==> src/rtl/hilo_ctrl_pkg.sv <==
// -----------------------------------------------------------------------------
// hilo_ctrl_pkg
// Shared definitions for the HI/LO execute-stage controller:
//   - MD_OP_W and the bit index of each mult/div operation in the one-hot
//     operation vector {0:mult, 1:multu, 2:div, 3:divu}
//   - hilo_state_t, the controller state encoding
//   - md_op_pick(), reduces a multi-hot op vector to its lowest set bit
// -----------------------------------------------------------------------------
package hilo_ctrl_pkg;

    localparam int MD_OP_W     = 4;
    localparam int MD_OP_MULT  = 0;
    localparam int MD_OP_MULTU = 1;
    localparam int MD_OP_DIV   = 2;
    localparam int MD_OP_DIVU  = 3;

    typedef enum logic [1:0] {
        ST_IDLE      = 2'd0,
        ST_DIV_REQ   = 2'd1,
        ST_MULT_WAIT = 2'd2,
        ST_DIV_WAIT  = 2'd3
    } hilo_state_t;

    // Keep only the lowest set bit: x & -x in two's complement.
    function automatic logic [MD_OP_W-1:0] md_op_pick(input logic [MD_OP_W-1:0] op);
        return op & (~op + MD_OP_W'(1));
    endfunction

endpackage

==> src/rtl/hilo_regfile.sv <==
// -----------------------------------------------------------------------------
// hilo_regfile
// Architectural HI/LO registers with independent write enables.
//
// Ports:
//   clk, rst            clock, asynchronous active-high reset (HI=LO=0)
//   hi_we, hi_wdata     HI write enable / data, written at the next edge
//   lo_we, lo_wdata     LO write enable / data, written at the next edge
//   hi, lo              HI/LO read values
//
// Build option HILO_FWD_EN: when defined, hi/lo forward the value being
// written this cycle so a following mfhi/mflo needs no bubble. Otherwise hi/lo
// are the plain register outputs.
// -----------------------------------------------------------------------------
module hilo_regfile (
    input  logic        clk,
    input  logic        rst,
    input  logic        hi_we,
    input  logic [31:0] hi_wdata,
    input  logic        lo_we,
    input  logic [31:0] lo_wdata,
    output logic [31:0] hi,
    output logic [31:0] lo
);

    logic [31:0] hi_q;
    logic [31:0] lo_q;

    // HI/LO are architectural state and must come up as zero, so both
    // registers sit on the reset even though they are just data holders.
    always_ff @(posedge clk or posedge rst) begin
        if (rst) begin
            hi_q <= '0;
            lo_q <= '0;
        end else begin
            if (hi_we) hi_q <= hi_wdata;
            if (lo_we) lo_q <= lo_wdata;
        end
    end

`ifdef HILO_FWD_EN
    assign hi = hi_we ? hi_wdata : hi_q;
    assign lo = lo_we ? lo_wdata : lo_q;
`else
    assign hi = hi_q;
    assign lo = lo_q;
`endif

endmodule

==> src/rtl/hilo_ctrl.sv <==
// -----------------------------------------------------------------------------
// hilo_ctrl
// Execute-stage controller around the mult/div unit. Issues mult/multu/div/
// divu requests, stalls execute while an operation is outstanding, commits
// results into HI/LO and services mthi/mtlo. A writeback flush
// (wb_ClrStpJmp_in) discards whatever is in flight.
//
// Parameters:
//   MULT_LAT     cycles from mult request to a valid mult_res_in (1..7)
//   DIV_TIMEOUT  cycles allowed in DIV_WAIT before forced return to IDLE
//                (0 disables the watchdog)
//
// Ports:
//   clk, rst                 clock, asynchronous active-high reset
//   exe_valid_in             execute-stage instruction valid
//   exe_md_op_in             one-hot {mult, multu, div, divu}; lowest bit wins
//   exe_mthi_in/exe_mtlo_in  move to HI/LO in execute, data on exe_src_in
//   wb_ClrStpJmp_in          writeback flush
//   div_tready_in            divider can accept a request
//   div_complete_in          divider result valid (single-cycle pulse)
//   div_res_in               {remainder, quotient}
//   mult_res_in              {hi, lo} product
//   md_req_out               request to the mult/div unit (op encoding)
//   stall_out                hold the execute stage
//   busy_out                 controller not in IDLE
//   hi_out, lo_out           HI/LO registers
//
// Build option HILO_FWD_EN (see hilo_regfile): forward same-cycle HI/LO writes.
// -----------------------------------------------------------------------------
module hilo_ctrl
    import hilo_ctrl_pkg::*;
#(
    parameter int MULT_LAT    = 2,
    parameter int DIV_TIMEOUT = 40
) (
    input  logic               clk,
    input  logic               rst,
    input  logic               exe_valid_in,
    input  logic [MD_OP_W-1:0] exe_md_op_in,
    input  logic               exe_mthi_in,
    input  logic               exe_mtlo_in,
    input  logic [31:0]        exe_src_in,
    input  logic               wb_ClrStpJmp_in,
    input  logic               div_tready_in,
    input  logic               div_complete_in,
    input  logic [63:0]        div_res_in,
    input  logic [63:0]        mult_res_in,
    output logic [MD_OP_W-1:0] md_req_out,
    output logic               stall_out,
    output logic               busy_out,
    output logic [31:0]        hi_out,
    output logic [31:0]        lo_out
);

    // One counter serves both waits: down-count for the mult latency,
    // up-count for the divide watchdog.
    localparam int CNT_MAX = (DIV_TIMEOUT > MULT_LAT) ? DIV_TIMEOUT : MULT_LAT;
    localparam int CNT_W   = $clog2(CNT_MAX + 1);
    localparam logic [CNT_W-1:0] MULT_LOAD = CNT_W'(MULT_LAT - 1);
    localparam logic [CNT_W-1:0] WDOG_LAST = CNT_W'(DIV_TIMEOUT - 1);
    localparam bit               WDOG_EN   = (DIV_TIMEOUT != 0);

    hilo_state_t        state;
    logic [CNT_W-1:0]   cnt;
    logic [MD_OP_W-1:0] op_q;       // divide op held while waiting for tready

    logic [MD_OP_W-1:0] op_sel;
    logic               issue_mult;
    logic               issue_div;
    logic               flush;
    logic               cnt_zero;
    logic               wdog_hit;

    logic               hi_we;
    logic               lo_we;
    logic [31:0]        hi_wdata;
    logic [31:0]        lo_wdata;

    assign op_sel     = md_op_pick(exe_md_op_in);
    assign issue_mult = exe_valid_in && (op_sel[MD_OP_MULT] || op_sel[MD_OP_MULTU]);
    assign issue_div  = exe_valid_in && (op_sel[MD_OP_DIV]  || op_sel[MD_OP_DIVU]);
    assign flush      = wb_ClrStpJmp_in;
    assign cnt_zero   = (cnt == '0);
    assign wdog_hit   = WDOG_EN && (cnt == WDOG_LAST);
    assign busy_out   = (state != ST_IDLE);

    // -------------------------------------------------------------------------
    // State, counter and pending-op register
    // -------------------------------------------------------------------------
    // NOTE: sequential state uses non-blocking assignments only, so every
    // register samples the pre-edge values regardless of statement order.
    always_ff @(posedge clk or posedge rst) begin
        if (rst) begin
            state <= ST_IDLE;
            cnt   <= '0;
            op_q  <= '0;
        end else if (flush) begin
            state <= ST_IDLE;
            cnt   <= '0;
            op_q  <= '0;
        end else begin
            case (state)
                ST_IDLE: begin
                    if (issue_mult) begin
                        state <= ST_MULT_WAIT;
                        cnt   <= MULT_LOAD;
                    end else if (issue_div) begin
                        op_q  <= op_sel;
                        cnt   <= '0;
                        state <= div_tready_in ? ST_DIV_WAIT : ST_DIV_REQ;
                    end
                end
                ST_DIV_REQ: begin
                    if (div_tready_in) begin
                        state <= ST_DIV_WAIT;
                        cnt   <= '0;
                    end
                end
                ST_MULT_WAIT: begin
                    if (cnt_zero) state <= ST_IDLE;
                    else          cnt   <= cnt - CNT_W'(1);
                end
                ST_DIV_WAIT: begin
                    // cnt counts completed DIV_WAIT cycles; the watchdog fires
                    // on the DIV_TIMEOUT-th consecutive one.
                    if (div_complete_in || wdog_hit) begin
                        state <= ST_IDLE;
                        cnt   <= '0;
                        op_q  <= '0;
                    end else begin
                        cnt   <= cnt + CNT_W'(1);
                    end
                end
                default: state <= ST_IDLE;
            endcase
        end
    end

    // -------------------------------------------------------------------------
    // Request, stall and HI/LO write decode. These respond in the same cycle
    // as the execute-stage inputs, so they are decoded from state + inputs.
    // -------------------------------------------------------------------------
    // NOTE: every output of this block gets a default first, so no path can
    // leave one unassigned and infer a latch.
    always_comb begin
        md_req_out = '0;
        stall_out  = 1'b0;
        hi_we      = 1'b0;
        lo_we      = 1'b0;
        hi_wdata   = '0;
        lo_wdata   = '0;

        // A flush drops the request, the stall and any commit in this cycle.
        if (!flush) begin
            case (state)
                ST_IDLE: begin
                    if (issue_mult) begin
                        md_req_out = op_sel;
                        stall_out  = 1'b1;
                    end else if (issue_div) begin
                        md_req_out = div_tready_in ? op_sel : '0;
                        stall_out  = 1'b1;
                    end else if (exe_valid_in) begin
                        hi_we    = exe_mthi_in;
                        hi_wdata = exe_src_in;
                        lo_we    = exe_mtlo_in;
                        lo_wdata = exe_src_in;
                    end
                end
                ST_DIV_REQ: begin
                    md_req_out = op_q;
                    stall_out  = 1'b1;
                end
                ST_MULT_WAIT: begin
                    stall_out = !cnt_zero;
                    if (cnt_zero) begin
                        hi_we    = 1'b1;
                        lo_we    = 1'b1;
                        hi_wdata = mult_res_in[63:32];
                        lo_wdata = mult_res_in[31:0];
                    end
                end
                ST_DIV_WAIT: begin
                    if (div_complete_in) begin
                        hi_we    = 1'b1;
                        lo_we    = 1'b1;
                        hi_wdata = div_res_in[63:32];
                        lo_wdata = div_res_in[31:0];
                    end else begin
                        stall_out = 1'b1;
                    end
                end
                default: ;
            endcase
        end
    end

    hilo_regfile u_regfile (
        .clk      (clk),
        .rst      (rst),
        .hi_we    (hi_we),
        .hi_wdata (hi_wdata),
        .lo_we    (lo_we),
        .lo_wdata (lo_wdata),
        .hi       (hi_out),
        .lo       (lo_out)
    );

endmodule

==> config.mk <==
export PLATFORM = sky130hd
export DESIGN_NAME = hilo_ctrl
export DESIGN_NICKNAME = d
export VERILOG_FILES = /design/src/rtl/hilo_ctrl_pkg.sv /design/src/rtl/hilo_regfile.sv /design/src/rtl/hilo_ctrl.sv
export SDC_FILE = /design/constraint.sdc
export NUM_CORES = 1
export LEC_CHECK = 0
export ABC_AREA = 1
export CORE_MARGIN = 2
export CORE_UTILIZATION = 39
export CTS_BUF_LIST = sky130_fd_sc_hd__clkbuf_4 sky130_fd_sc_hd__clkbuf_8 sky130_fd_sc_hd__clkbuf_16
export CTS_CLUSTER_DIAMETER = 80
export CTS_CLUSTER_SIZE = 24
export DETAILED_ROUTE_END_ITERATION = 10
export HOLD_SLACK_MARGIN = 0.06
export PLACE_DENSITY = 0.87
export SLEW_MARGIN = 20
export SYNTH_ARGS = -nofsm -noshare
export SYNTH_HDL_FRONTEND = slang
export SYNTH_SLANG_ARGS = --single-unit
==> constraint.sdc <==
create_clock -name clk -period 2.25 [get_ports clk]
set_input_delay 0.45 -clock clk [delete_from_list [all_inputs] [get_ports clk]]
set_output_delay 0.45 -clock clk [all_outputs]
set_load 0.02 [all_outputs]
==> results of run 1 <==
==> kinds of logic (layout without fill, tap and decap cells) <==
logic type	count (synthesis)	count (layout)
AND/OR/NAND/NOR	723	723
buffers and inverters	104	319
flip-flops	76	76
AO/OA/AOI/OAI	21	21
adder cells (fa/ha/maj)	2	2
XOR/XNOR	1	1
other	0	2
==> registers in the layout, summed over array words and instances (netlist names) <==
register and flops:
u_regfile.hi 32, cnt 6, u_regfile.lo 32, state 2, op_q 4
==> worst register-to-register path: cells and delay by family, from the launching register on <==
family | cells | cell delay [ps]
DFF | 1 | 480
buffers and inverters | 2 | 810
and+or+nand+nor | 6 | 680
==> report_power, final <==
part / internal, mW / total, mW / switching [mW]
Sequential: 1.78 / 2.06 / 0.279
Clock: 1.02 / 1.61 / 0.589
Combinational: 2.17 / 5.85 / 3.67
Total: 4.97 / 9.51 / 4.54
==> through the flow <==
stage | std cells | setup WS [ps]
6_report | 1328 | 5.438
2_1_floorplan | 927 | 125.7
3_3_place_gp | 1310 | -509.3
4_1_cts | 1326 | 4.143
5_1_grt | 1327 | -41.15
3_5_place_dp | 1310 | -539.2
==> metal layers <==
layer / GRT usage / vias up / part of all wire
met4: 0.1373 / 0 / 0.042
met1: 0.3612 / 3320 / 0.41
li1: - / 3456 / -
met3: 0.06572 / 73 / 0.091
met2: 0.4664 / 419 / 0.46
met5: 0 / - / 0
==> worst min path at each step <==
stage / endpoint / cells past startpoint
3_5_place_dp: u_regfile.lo[6] / 2
3_3_place_gp: op_q[3] / 2
2_1_floorplan: op_q[2] / 2
5_1_grt: u_regfile.lo[6] / 2
4_1_cts: op_q[3] / 2
6_report: op_q[3] / 2
==> repair_timing <==
| action | CTS | global route |
|---|---|---|
| hold endpoints to repair | 0 | 0 |
| pin swaps | 1 | 2 |
| resized for setup | 22 | 3 |
| setup endpoints to repair | 6 | 49 |
==> final cells by class <==
| cell class | instances | area share |
|---|---|---|
| Clock inverter | 5 | 0.009869 |
| Inverter | 29 | 0.01306 |
| Antenna cell | 2 | 0.0005806 |
| Timing Repair Buffer | 274 | 0.3135 |
| Sequential cell | 76 | 0.2209 |
| Clock buffer | 11 | 0.02859 |
| Tap cell | 184 | 0.02671 |
| Multi-Input combinational cell | 747 | 0.3868 |
==> cell usage after synthesis <==
cell type  instances  area share
nand4_1          103        0.11
o21ai_0           12       0.011
clkbuf_1          36       0.024
o21ai_1            1     0.00088
inv_2              3      0.0020
nand3b_1           1      0.0013
nor2_2             4      0.0044
nor4_1             2      0.0022
buf_2             23       0.020
buf_1              3      0.0020
inv_1             26       0.017
nand2_1          310        0.20
o211ai_1           2      0.0026
ha_1               2      0.0044
xnor2_1            1      0.0015
nor2_1           210        0.14
buf_6              7       0.014
nand3_1           85       0.075
dfrtp_1           76        0.33
buf_4              6      0.0079
nand2_4            4      0.0079
nor2_4             4      0.0079
a21oi_1            6      0.0053
==> run metrics, run 1 <==
Design Power=between 9 and 10 mW; vias per std cell=~5.5; Slew Viols, Final=0; vias in the first global route=6884; XOR/XNOR Fraction of Synth Area=0.001537; CP Launch Type=input pin; CP Capture Type=flip-flop; Rel. slew slack=0.4825; Critical Path AT=roughly 2500 ps; largest net degree at the start of global routing=77; worst hold slack=roughly 480 ps; Final Hold Vio Count=0; simple-gate share of the synthesized area=0.5541; path depth of the worst reg2reg path=8; Cell Area, Synth=~5700 µm²; ordered list of cells on the worst path=clkdlybuf4s50_1, o21ai_4, buf_4, nand4_1, nand2_4, nand2_4, nand2_1, nand2_1; Die H=about 120 µm; f_max=between 0.4 and 0.5 GHz; first-pass GRT wire length=35910 µm; TNS Setup=0 ps; port bufs=241; DIE AREA=15590 µm²; HPWL Detailed=~15000 µm; Critical Path Sink=u_regfile.lo[17]; CP top delay family=buffers and inverters; period utilisation layout=0.9976; pwr/cell area=approximately 1100 nW/µm²; CP max FO=34; Post-CTS Hold Buffers=0; kind of critical path=in2reg; dpl cell area=roughly 8300 µm²; RSZ-0062 raised after global routing=yes; htree depth=3; crit path buf inv count=2; final setup violating endpoints=0; most frequent cells in the layout=309 x nand2_1, 232 x clkdlybuf4s50_1, 208 x nor2_1, 103 x nand4_1, 85 x nand3_1; Max IR drop VDD=640.9 µV; HP Class=reg2reg; TritonCTS buffer count=9; Area Growth Syn to Fin=51.33%; Max-cap violations=0; r2r setup slk=160 ps; Crit Reg-Reg Endpoint=u_regfile.hi[27]; DRC errors left=0; Nets=1311; Register Area=1904 µm²; area of the multi-input gates=3334 µm²; status=complete, no violations; initial core utilization=0.3950; core area=14420 µm²; Final Util=0.5977; Hold Crit Start=op_q[3]; Netlist cell types=23; Critical-path top delay cell=clkdlybuf4s50_1; Mapped Cells=927; leading cell type in the layout, fill and taps excluded=nand2_1; drt initial violations=slightly above 600; GRT overflow=0; Clock Path Buffers=2; # fillers=1334; cell count along the critical path=8; DRT antenna net count=0; Post-CTS Setup Bufs=0; Die X-Extent=124.9 µm; DR pass1 iterations=5; Root Driver=clkbuf_16; mux cell area share after synthesis=0; CP max stage delay=490 ps; #FFs+latches synth=76; RD Place Congestion=0.9484; Worst-Margin Slew=776.3 ps; Yosys warning count=0; share of cells above drive strength 1=0.06918; clk slew on worst S/H paths=60 ps; post-route cell area=~8600 µm²; leak pwr=~4.2 nW; Post-Syn Nets=around 1100; largest family of logic cells by synthesized area=simple AND/OR/NAND/NOR gates; Tmin final=2245 ps; Synth Area in Compound Gates=0.01933; syn_area_per_cell=slightly above 6 µm²; initial antenna violation count=2; final WL=22680 µm; All-Layer GR Usage=0.2870; Req. time, crit path=2470 ps; wire per inst=17.08 µm; Std-Cell Rows=44; CTS sink cnt=76; sequential element share of the synthesized area=0.3338; Setup Skew=10.31 ps; Critical Path Start=exe_md_op_in[2]; via count=about 7300; later-pin clock latency in the skew report=340 ps; reg2reg start=state[0]; I/O pins=between 200 and 250; TritonCTS clock tree=yes; Synth Area in Adders=0.004393
Power figures use the tool's default switching activity.
==> inputs of run 2 (changes only) <==
--- a/config.mk
+++ b/config.mk
@@ -13,7 +13,8 @@
 export CTS_CLUSTER_SIZE = 24
 export DETAILED_ROUTE_END_ITERATION = 10
 export HOLD_SLACK_MARGIN = 0.06
-export PLACE_DENSITY = 0.87
+export PLACE_DENSITY = 0.77
+export REMOVE_ABC_BUFFERS = 1
 export SLEW_MARGIN = 20
 export SYNTH_ARGS = -nofsm -noshare
 export SYNTH_HDL_FRONTEND = slang
==> run metrics, run 2 (synthesis results as in run 1) <==
status=complete, no violations; CP Launch Type=input pin; met1 usage=0.3401 (-0.02116); DP Cell Count=1320 (+0.76%); All-Layer GR Usage=0.2702 (-0.01680); I/O pins=242 (unchanged); Post-CTS Setup Bufs=0 (unchanged); Seq pwr share=0.217 (about the same); DRC errors left=0 (unchanged); Post-CTS Hold Buffers=0 (unchanged); Clock Path Buffers=2 (unchanged); leak pwr=4.298 nW (+1.8%); sw frac=0.4731 (-0.004243); r2r setup slk=240 ps (+80 ps); Hold Crit Start=u_regfile.lo[6]; final WL=21090 µm (-7.0%); path depth of the worst reg2reg path=8 (unchanged); reg2reg start=cnt[4]; CP Capture Type=output pin; f_max=0.4614 GHz (+3.6%); P_int=4.991 mW (+0.38%); DRT antenna net count=0 (unchanged); gr busiest metal=met2; RD Place Congestion=0.8915 (-6.0%); met3 Usage GRT=0.04854 (-0.01718); Setup Skew=7.251 ps (-3.060 ps); Critical Path Start=exe_md_op_in[3]; DR pass1 iterations=5 (unchanged); TNS Setup=0 ps (unchanged); Crit Reg-Reg Endpoint=state[0]; final setup violating endpoints=0 (unchanged); HPWL Detailed=14170 µm (-8.5%); Root Driver=clkbuf_16; clk slew on worst S/H paths=60 ps (about the same); DIE AREA=15590 µm² (unchanged); Rel. slew slack=0.5039 (+0.02140); largest net degree at the start of global routing=77 (unchanged); Comb pwr share=0.619 (+0.004); Die X-Extent=124.9 µm (unchanged); core area=14420 µm² (unchanged); Max IR drop VDD=659.7 µV (+2.9%); RSZ-0062 raised after global routing=no; power share of the clock group=0.164 (-0.005); # fillers=1344 (+0.75%); TritonCTS buffer count=9 (unchanged); CP max FO=3 (-91%); pwr/cell area=1087 nW/µm² (-1.5%); initial core utilization=0.3950 (unchanged); HP Class=reg2reg; Die H=124.9 µm (unchanged); Nets=1321 (+0.76%); via count=6969 (-4.1%); htree depth=3 (unchanged); switching power=4.482 mW (-1.3%); period utilisation layout=0.9633 (-0.03429); CTS sink cnt=76 (unchanged); port bufs=241 (unchanged); Max-cap violations=0 (unchanged); vias in the first global route=6701 (-2.7%); vias per std cell=5.216 (-4.7%); kind of critical path=in2out; Area Growth Syn to Fin=52.91%; GRT overflow=0 (unchanged); leading cell type in the layout, fill and taps excluded=nand2_1; Slew Viols, Final=0 (unchanged); later-pin clock latency in the skew report=340 ps (about the same); initial antenna violation count=0 (-2); Critical Path AT=1720 ps (-750 ps); GR Util met2=0.4696 (+0.003214); Final Hold Vio Count=0 (unchanged); Req. time, crit path=1800 ps (-670 ps); TritonCTS clock tree=yes; Tmin final=2167 ps (-77.15 ps); share of cells above drive strength 1=0.07732 (+0.008147); first-pass GRT wire length=34220 µm (-4.7%); Critical Path Sink=stall_out; Worst-Margin Slew=744.2 ps (-32.10 ps); post-route insts no fill=1336 (+0.60%); Std-Cell Rows=44 (unchanged); most frequent cells in the layout=309 x nand2_1, 230 x clkdlybuf4s50_1, 208 x nor2_1, 103 x nand4_1, 84 x nand3_1; wire per inst=15.79 µm (-7.6%); drt initial violations=549 (-10%)
-- run 2: worst min path at each step --
stage | to | slack (ps) | depth (start not counted)
global placement | op_q[3] | 460 | 2
floorplan | op_q[2] | 440 | 2
global route | op_q[3] | 490 | 2
CTS | op_q[3] | 480 | 2
finish | u_regfile.lo[6] | 480 | 2
detailed placement | u_regfile.hi[16] | 460 | 2
-- run 2: per-layer routing --
layer	part of all wire	up-vias
met2	0.48	272
met4	0.020	0
met3	0.073	29
met1	0.43	3200
li1	-	3468
met5	0	-
-- run 2: stage by stage --
stage          hold WS [ps]  cell area (µm²)  setup slack (ps)    util  total power [mW]
6_report              475.0             8711             82.59  0.6039             9.473
5_1_grt               493.1             8708             15.88  0.6037             10.21
4_1_cts               477.3             8695             8.419  0.6028             9.483
3_5_place_dp          463.8             8379            -557.1  0.5809             7.877
3_3_place_gp          455.9             8379            -543.7  0.5809             7.821
2_1_floorplan         442.2             5311             -1103       -             5.266
-- run 2: power by group through the flow --
stage | clock [mW] | combinational [mW] | sequential (mW)
finish | 1.55 | 5.87 | 2.05
global route | 1.66 | 6.45 | 2.10
CTS | 1.59 | 5.85 | 2.05
detailed placement | 0 | 5.83 | 2.05
global placement | 0 | 5.77 | 2.05
floorplan | 0 | 2.78 | 2.48
-- run 2: what timing repair did --
action / 4_1_cts / 5_1_grt
pin swaps: 2 / 1
resized for setup: 20 / 10
setup endpoints to repair: 5 / 15
cloned: 0 / 0
-- run 2: critical path, cell delays in order --
cell             delay, ps
clkdlybuf4s50_1        550
o21ai_4                 70
nor2_2                 110
nor2_1                  80
nor4_1                 240
buf_2                  220
-- run 2: cell type report --
cell class / instances / area, µm² / area share
clock buffer: 9 / 225.2 / 0.02585
antenna: 1 / 2.502 / 0.0002873
sequential: 76 / 1904 / 0.2186
multi-input combinational: 747 / 3344 / 0.3839
inverter: 29 / 110.1 / 0.01264
clock inverter: 6 / 88.84 / 0.01020
tap: 184 / 230.2 / 0.02643
timing repair buffer: 284 / 2805 / 0.3220
